**config.mk**
```make
export PLATFORM = sky130hd
export DESIGN_NAME = fetch_unit_flat
export DESIGN_NICKNAME = d
export VERILOG_FILES = /design/src/rtl/fetch_unit_if.sv /design/src/rtl/fetch_unit.sv /design/src/flat_wrapper.sv
export SDC_FILE = /design/constraint.sdc
export NUM_CORES = 1
export LEC_CHECK = 0
export CORE_ASPECT_RATIO = 1.25
export CORE_MARGIN = 2
export CORE_UTILIZATION = 25
export CTS_CLUSTER_DIAMETER = 30
export CTS_CLUSTER_SIZE = 8
export DETAILED_ROUTE_END_ITERATION = 16
export GPL_TIMING_DRIVEN = 0
export PLACE_DENSITY = 0.43
export SLEW_MARGIN = 10
export SYNTH_ARGS = -nofsm -noshare
export SYNTH_HDL_FRONTEND = slang
export SYNTH_SLANG_ARGS = --single-unit
```
**constraint.sdc**
```tcl
create_clock -name clk -period 4.8 [get_ports clk]
set_clock_uncertainty 0.1 [all_clocks]
set_input_delay 0.72 -clock clk [delete_from_list [all_inputs] [get_ports clk]]
set_output_delay 0.72 -clock clk [all_outputs]
set_load 0.01 [all_outputs]
```
**src/rtl/fetch_unit_if.sv**
```systemverilog
// Bus bundle for fetch_unit: the instruction-memory request/response pair and the
// valid/ready instruction stream to decode. The master modport is the fetch unit's side.
interface fetch_unit_if #(
  parameter int DATA_W = 16,
  parameter int ADDR_W = 16
);
  logic              mem_req;
  logic [ADDR_W-1:0] mem_addr;
  logic              mem_gnt;
  logic              mem_rvalid;
  logic [DATA_W-1:0] mem_rdata;

  logic              inst_valid;
  logic              inst_ready;
  logic [DATA_W-1:0] inst;
  logic [ADDR_W-1:0] inst_pc;

  modport master (
    output mem_req, mem_addr, inst_valid, inst, inst_pc,
    input  mem_gnt, mem_rvalid, mem_rdata, inst_ready
  );

  modport slave (
    input  mem_req, mem_addr, inst_valid, inst, inst_pc,
    output mem_gnt, mem_rvalid, mem_rdata, inst_ready
  );
endinterface

```
**src/rtl/fetch_unit.sv**
```systemverilog
// Instruction-fetch front end: owns the PC, keeps up to DEPTH requests in flight and buffers
// in-order responses for decode. Define FETCH_PERF_CNT_EN to build the decode-starved stall counter.
module fetch_unit #(
  parameter int              DATA_W   = 16,
  parameter int              ADDR_W   = 16,
  parameter int              DEPTH    = 4,
  parameter logic [ADDR_W-1:0] RESET_PC = '0,
  parameter int              PC_INC   = 2
) (
  input  logic              clk,
  input  logic              rst,
  fetch_unit_if.master      bus,
  input  logic              redirect,
  input  logic [ADDR_W-1:0] redirect_pc,
  input  logic              halt,
  output logic [31:0]       stall_cnt,
  output logic              err
);
  localparam int PTR_W = $clog2(DEPTH);
  localparam int CNT_W = PTR_W + 1;

  localparam logic [CNT_W:0]    DEPTH_L     = (CNT_W+1)'(DEPTH);
  localparam logic [CNT_W-1:0]  CNT_ONE     = CNT_W'(1);
  localparam logic [PTR_W-1:0]  PTR_ONE     = PTR_W'(1);
  localparam logic [ADDR_W-1:0] PC_STEP     = ADDR_W'(PC_INC);
  localparam bit                PC_INC_EVEN = (PC_INC % 2) == 0;

  logic [ADDR_W-1:0] fetch_pc;
  logic [CNT_W-1:0]  count;
  logic [CNT_W-1:0]  outstanding;
  logic [CNT_W-1:0]  discard;
  logic              halted;
  logic [PTR_W-1:0]  rd_ptr;
  logic [PTR_W-1:0]  wr_ptr;
  logic [PTR_W-1:0]  tag_ptr;

  logic [DATA_W-1:0] data_mem [DEPTH];
  logic [ADDR_W-1:0] tag_mem  [DEPTH];

  logic              issue;
  logic              resp;
  logic              resp_keep;
  logic              pop;
  logic              buf_valid;
  logic [CNT_W:0]    in_use;

  // Everything that can occupy a buffer slot, including words still in flight.
  assign in_use    = {1'b0, count} + {1'b0, outstanding};
  assign buf_valid = (count != '0);

  assign bus.mem_req    = !rst && !halted && !halt && !redirect && (in_use < DEPTH_L);
  assign bus.mem_addr   = fetch_pc;
  assign bus.inst_valid = buf_valid;
  assign bus.inst       = buf_valid ? data_mem[rd_ptr] : '0;
  assign bus.inst_pc    = buf_valid ? tag_mem[rd_ptr]  : '0;

  // A response with nothing in flight is spurious: flagged in err and never buffered.
  assign issue     = bus.mem_req && bus.mem_gnt;
  assign resp      = bus.mem_rvalid && (outstanding != '0);
  assign resp_keep = resp && (discard == '0);
  assign pop       = buf_valid && bus.inst_ready;

  // NOTE: state updates use non-blocking assignments so every register in this block
  // samples the same pre-edge values, regardless of statement order.
  always_ff @(posedge clk) begin
    if (rst) begin
      fetch_pc    <= RESET_PC;
      count       <= '0;
      outstanding <= '0;
      discard     <= '0;
      halted      <= 1'b0;
      rd_ptr      <= '0;
      wr_ptr      <= '0;
      tag_ptr     <= '0;
    end else if (redirect) begin
      // Whatever is still in flight after this cycle belongs to the old path.
      fetch_pc    <= redirect_pc;
      count       <= '0;
      outstanding <= outstanding - CNT_W'(resp);
      discard     <= outstanding - CNT_W'(resp);
      halted      <= halt;
      rd_ptr      <= '0;
      wr_ptr      <= '0;
      tag_ptr     <= '0;
    end else begin
      if (issue) begin
        fetch_pc <= fetch_pc + PC_STEP;
        tag_ptr  <= tag_ptr + PTR_ONE;
      end
      if (resp && (discard != '0)) discard <= discard - CNT_ONE;
      if (resp_keep)               wr_ptr  <= wr_ptr + PTR_ONE;
      if (pop)                     rd_ptr  <= rd_ptr + PTR_ONE;
      if (halt)                    halted  <= 1'b1;
      outstanding <= outstanding + CNT_W'(issue) - CNT_W'(resp);
      count       <= count + CNT_W'(resp_keep) - CNT_W'(pop);
    end
  end

  // NOTE: the buffer arrays have no reset; count gates every read, so stale slots are never seen.
  always_ff @(posedge clk) begin
    if (issue)                           tag_mem[tag_ptr] <= fetch_pc;
    if (resp_keep && !rst && !redirect)  data_mem[wr_ptr] <= bus.mem_rdata;
  end

  always_ff @(posedge clk) begin
    if (rst) begin
      err <= 1'b0;
    end else if ((redirect && PC_INC_EVEN && redirect_pc[0]) ||
                 (bus.mem_rvalid && (outstanding == '0))) begin
      err <= 1'b1;
    end
  end

`ifdef FETCH_PERF_CNT_EN
  always_ff @(posedge clk) begin
    if (rst) begin
      stall_cnt <= '0;
    end else if (bus.inst_ready && !buf_valid && !halted && (stall_cnt != 32'hFFFF_FFFF)) begin
      stall_cnt <= stall_cnt + 32'd1;
    end
  end
`else
  assign stall_cnt = 32'h0;
`endif

endmodule
```
**src/flat_wrapper.sv**
```systemverilog
// flat-port wrapper written by rule: the top's interface ports become plain ports
module fetch_unit_flat 
#(
  parameter int              DATA_W   = 16,
  parameter int              ADDR_W   = 16,
  parameter int              DEPTH    = 4,
  parameter logic [ADDR_W-1:0] RESET_PC = '0,
  parameter int              PC_INC   = 2
)
  (clk, rst, redirect, redirect_pc, halt, stall_cnt, err, bus_mem_req, bus_mem_addr, bus_inst_valid, bus_inst, bus_inst_pc, bus_mem_gnt, bus_mem_rvalid, bus_mem_rdata, bus_inst_ready);
  fetch_unit_if #(.DATA_W(DATA_W), .ADDR_W(ADDR_W)) bus_i ();
  input  logic clk;
  input  logic rst;
  input  logic redirect;
  input  logic [ADDR_W-1:0] redirect_pc;
  input  logic halt;
  output logic [31:0] stall_cnt;
  output logic err;
  output wire logic [$bits(bus_i.mem_req)-1:0] bus_mem_req;
  output wire logic [$bits(bus_i.mem_addr)-1:0] bus_mem_addr;
  output wire logic [$bits(bus_i.inst_valid)-1:0] bus_inst_valid;
  output wire logic [$bits(bus_i.inst)-1:0] bus_inst;
  output wire logic [$bits(bus_i.inst_pc)-1:0] bus_inst_pc;
  input wire logic [$bits(bus_i.mem_gnt)-1:0] bus_mem_gnt;
  input wire logic [$bits(bus_i.mem_rvalid)-1:0] bus_mem_rvalid;
  input wire logic [$bits(bus_i.mem_rdata)-1:0] bus_mem_rdata;
  input wire logic [$bits(bus_i.inst_ready)-1:0] bus_inst_ready;
  assign bus_mem_req = bus_i.mem_req;
  assign bus_mem_addr = bus_i.mem_addr;
  assign bus_inst_valid = bus_i.inst_valid;
  assign bus_inst = bus_i.inst;
  assign bus_inst_pc = bus_i.inst_pc;
  assign bus_i.mem_gnt = bus_mem_gnt;
  assign bus_i.mem_rvalid = bus_mem_rvalid;
  assign bus_i.mem_rdata = bus_mem_rdata;
  assign bus_i.inst_ready = bus_inst_ready;
  fetch_unit #(.DATA_W(DATA_W), .ADDR_W(ADDR_W), .DEPTH(DEPTH), .RESET_PC(RESET_PC), .PC_INC(PC_INC)) u_core (.clk(clk), .rst(rst), .bus(bus_i), .redirect(redirect), .redirect_pc(redirect_pc), .halt(halt), .stall_cnt(stall_cnt), .err(err));
endmodule
```
* Word-level counts from Yosys, hierarchy flattened
Memory sizes are Yosys's and may differ from the RTL's. A register that Yosys moved wholly into a read port is not among the register bits.
Index checks and enable logic that the tools add are counted.
** Word-level totals
- RAM bits :: 128
- Bits in registers :: 33
- Bits of input ports :: 39
- Output and inout port bits :: 83
- Word-level logic and storage cells :: 67
- Memories :: 2
** Operators by class
- Reduce and logical (&&, ||, !) cells :: 27
- Add/sub/neg operators :: 11
- $lt $le $gt $ge :: 1
- Mux-type cells :: 17
** Memories
- u_core.data_mem :: depth 4, width 16, read ports 1, clocked after memory_dff 1, write ports 1, line fetch_unit.sv:37 : logic [DATA_W-1:0] data_mem [DEPTH];
- u_core.tag_mem :: depth 4, width 16, read ports 1, clocked after memory_dff 1, write ports 1, line fetch_unit.sv:38 : logic [ADDR_W-1:0] tag_mem [DEPTH];
** Operators with widths (count)
- $mux W16 :: 4
- $add A16 B2 Y16 const B :: 1
- $logic_and A1 B1 Y1 :: 13
- $mux W3 :: 3
- $reduce_bool A3 Y1 :: 3
- $sub A3 B1 Y3 :: 3
- $mux W2 :: 4
- $add A2 B1 Y2 const B :: 3
- $add A3 B1 Y3 :: 2
- $logic_not A3 Y1 :: 2
- $mux W1 :: 6
- $reduce_bool A2 Y1 :: 3
- $add A3 B3 Y4 :: 1
- $logic_not A1 Y1 :: 4
- $lt A4 B3 Y1 const B :: 1
- $sub A3 B1 Y3 const B :: 1
- $reduce_or A2 Y1 :: 1
- $logic_or A1 B1 Y1 :: 1

* Longest topological paths before layout
- Word-level depth :: 9
- Mapped depth :: 12

* Worst setup path before layout
Ideal clock, no wire load.
- Kind :: in2reg
- Start :: input redirect
- End :: register u_core.outstanding[2]
- Arrival time :: 2.462 ns
- Path buffers :: 3
- Stages on the path :: 12
- Slack :: 2.110 ns
- Setup time :: 0.128 ns
- Path through :: buf_6 -> nor4_4 -> nand4_2 -> buf_6 -> inv_2 -> buf_2 -> ha_1 -> fa_1 -> xor2_1 -> o21ai_0 -> xnor2_1 -> nor2_1
** On the way
- Longest elaborated chain between the ends :: 7
** Ends and longest elaborated chain
- start: declaration :: line flat_wrapper.sv:14 : input logic redirect;
- $logic_not A1 Y1 :: line fetch_unit.sv:51 : assign bus.mem_req = !rst && !halted && !halt && !redirect && (in_use < DEPTH_L);
- $logic_and A1 B1 Y1 (2 in series) :: line fetch_unit.sv:51
- $logic_and A1 B1 Y1 :: line fetch_unit.sv:58 : assign issue = bus.mem_req && bus.mem_gnt;
- named net u_core.issue :: line fetch_unit.sv:40 : logic issue;
- $add A3 B1 Y3 :: line fetch_unit.sv:94 : outstanding <= outstanding + CNT_W'(issue) - CNT_W'(resp);
- $sub A3 B1 Y3 :: line fetch_unit.sv:94
- $mux W3 :: line fetch_unit.sv:75 : end else if (redirect) begin
- end signal: assignment :: line fetch_unit.sv:79 : outstanding <= outstanding - CNT_W'(resp);
- end signal: assignment :: line fetch_unit.sv:94
- end: declaration :: line fetch_unit.sv:30 : logic [CNT_W-1:0] outstanding;
The timed path passes the listed nets, and every way through them passes these cells.
A chain may end at the register's enable or synchronous reset.

==> flow_summary.json <==
{
  "boundaryPins": 122,
  "slowest_stage": "mux4_2",
  "die_w_um": 155,
  "cp_max_fo": 10,
  "mostFrequentLayoutCells": "edfxtp_1, clkdlybuf4s50_1, and2_1",
  "relSlewSlack": 0.355,
  "initial_utilization": 0.252,
  "netlist_instances": 478,
  "drv_slew": 0,
  "grt_pass1_vias": 4483,
  "cts_root_buf": "clkbuf_16",
  "rrSetupSlack_ps": 1790,
  "path_class": "reg2out",
  "ant_nets": 0,
  "grt_pass1_wl_um": 25000,
  "synth_area_mm2": 0.00715,
  "ff2ff_path_depth": 7,
  "worstReg2RegEnd": "u_core.tag_mem[3][5]$_DFFE_PP_",
  "grt_usage": 0.112,
  "async_reset_ff_frac": 0,
  "post-route-period-util": 0.717,
  "vias_per_cell": 4.35,
  "synth_flop_cell": "edfxtp_1",
  "holdPathEnd": "u_core.tag_ptr[1]$_SDFFE_PP0P_",
  "cts_hold_buf": 0,
  "clk_pin_slew_ps": 70,
  "synth.distinct_cells": 52,
  "cts.sinks": 163,
  "crit_family": "buffers and inverters",
  "areaGrowthSynthToFinish_pct": 28.7,
  "status": "finished clean",
  "dr_total_vias": 4283,
  "yosysTopAreaCell": "edfxtp_1",
  "ir_worst_vdd_uv": 206,
  "cp-end-kind": "primary output",
  "cp_data_arrival_time_ps": 2620,
  "fp.dieH_um": 193,
  "post-cts-setup-buffer-count": 0,
  "p_leak_nw": 3.16,
  "grt_max_degree": 17,
  "htree_levels": 4,
  "io_buffers": 88,
  "yosys-top-cells-area": "edfxtp_1, mux4_2, dfxtp_1",
  "core_mm2": 0.0283,
  "cts_tree": "built",
  "p_per_area_mw_per_mm2": 400,
  "yosysSeqAreaShare": 0.636,
  "drc_errors": 0,
  "ys_seq_elements": 163,
  "tightestPinTransition_ps": 968,
  "drive_gt1_frac": 0.172,
  "rows": 69,
  "clock.fmax_mhz": 291,
  "yosysWarnings": 0,
  "timing.final.ws_setup_ps": 1360,
  "drt_iter0_drc": 193,
  "ctsResizeCount": 0,
  "clk_latency_ps": 430,
  "place_ws_ps": 998,
  "cts_buffers": 17,
  "crit_chain": "clkbuf_1 > buf_2 > mux4_2 > and2_1 > clkdlybuf4s50_1",
  "layout_commonest_cell": "edfxtp_1",
  "wl_per_cell_um": 16.7,
  "setup_viol": 0,
  "min_from": "u_core.tag_ptr[1]$_SDFFE_PP0P_",
  "synth-edff-count": 128,
  "whs_path_depth": 2,
  "overflow": 0,
  "crit_required_ps": 3980,
  "drt-total-wl_um": 16400,
  "finalNetCount": 676,
  "yosysTopAreaCellShare": 0.538,
  "cpPeakStageDelay_ps": 540,
  "final.setup.tns_ps": 0,
  "dp_hpwl_um": 11500,
  "rsz0062_at_grt": "no",
  "hold_class": "reg2reg",
  "start_kind": "register",
  "diodes": 0,
  "drt_pass1_iterations": 4,
  "dieArea_mm2": 0.0300,
  "nFillCells": 2803,
  "r2r-start": "u_core.outstanding[2]$_SDFF_PP0_",
  "cap_violations": 0,
  "worst-path-buf-inv": 3,
  "syn_avg_cell_area_um2": 15.0,
  "clockBufferDepth": 2,
  "antenna_found_initial": 0,
  "gp_congestion": 0.763,
  "hold_violations": 0,
  "period_needed_ps": 3440
}
==> metal layers <==
metal / global-route usage / up-vias / part of all wire
li1: - / 2014 / -
met1: 0.129 / 2126 / 0.42
met2: 0.201 / 125 / 0.52
met3: 0.0253 / 18 / 0.046
met4: 0.0480 / 0 / 0.019
met5: 0 / - / 0
==> synthesized netlist by cell type, drive strengths merged (11+ instances only) <==
cell and instances:
ha 19, clkbuf 14, mux4 32, nand2 16, inv 20, a21oi 15
edfxtp 128, nand3 11, and2 42, nor2 19, buf 40, dfxtp 35
==> state kept, by name, summed over array words and instances, names as in the netlist, named ones only <==
signal and flops:
u_core.halted 1, u_core.tag_ptr 2, u_core.count 3, u_core.data_mem 64, u_core.discard 3, u_core.err 1
u_core.rd_ptr 2, u_core.wr_ptr 2, u_core.bus.mem_addr 16, u_core.tag_mem 64, u_core.outstanding 3
==> where the power goes <==
group,total [mW],switching [mW],internal (mW)
registers,1.63,0.0553,1.57
clock network,1.38,0.558,0.822
logic,0.672,0.330,0.342
==> logic make-up after synthesis <==
logic type | after synthesis | synth area share
compound gates | 52 | 0.0494
flops | 163 | 0.636
mux | 35 | 0.105
xor+xnor | 12 | 0.0147
fa+ha+maj | 21 | 0.0389
simple gates | 120 | 0.0973
other cells | 1 | 0.000525
buf+inv | 74 | 0.0585
==> tightest hold or removal path, cell delays in order, from the launching register on <==
cell,delay [ps]
dfxtp_1,340
nand2_1,60
a21oi_1,60
==> worst max-delay path by stage <==
stage                     startpoint                                to  depth (start not counted)
final                       register                    bus_inst_pc[9]                          5
after CTS                   register                       bus_inst[6]                          5
after global placement           rst    u_core.tag_mem[1][6]$_DFFE_PP_                          7
after global routing        register                    bus_inst_pc[0]                          5
after detailed placement         rst    u_core.tag_mem[0][6]$_DFFE_PP_                          7
after floorplan             redirect  u_core.outstanding[2]$_SDFF_PP0_                         12
==> per-stage QoR <==
step                      cell area [um^2]  std cells  utilization  hold WS [ps]  total power, mW
after detailed placement              8590        952        0.303           392             2.34
after floorplan                       7260        509            -           369             2.03
after global placement                8590        952        0.303           376             2.33
final                                 9200        984        0.325           405             3.68
after global routing                  9200        984        0.325           432             3.85
after CTS                             9200        984        0.325           413             3.74
==> final cells by class <==
type | instances | area [um^2] | share of cell area
Buffer | 54 | 343 | 0.0373
Clock buffer | 17 | 425 | 0.0463
Clock inverter | 15 | 183 | 0.0199
Inverter | 20 | 75.1 | 0.00816
Multi-Input combinational cell | 272 | 2300 | 0.250
Sequential cell | 163 | 4540 | 0.494
Tap cell | 355 | 444 | 0.0483
Timing Repair Buffer | 88 | 881 | 0.0958
Note: power is estimated with default switching activity, not from simulation.
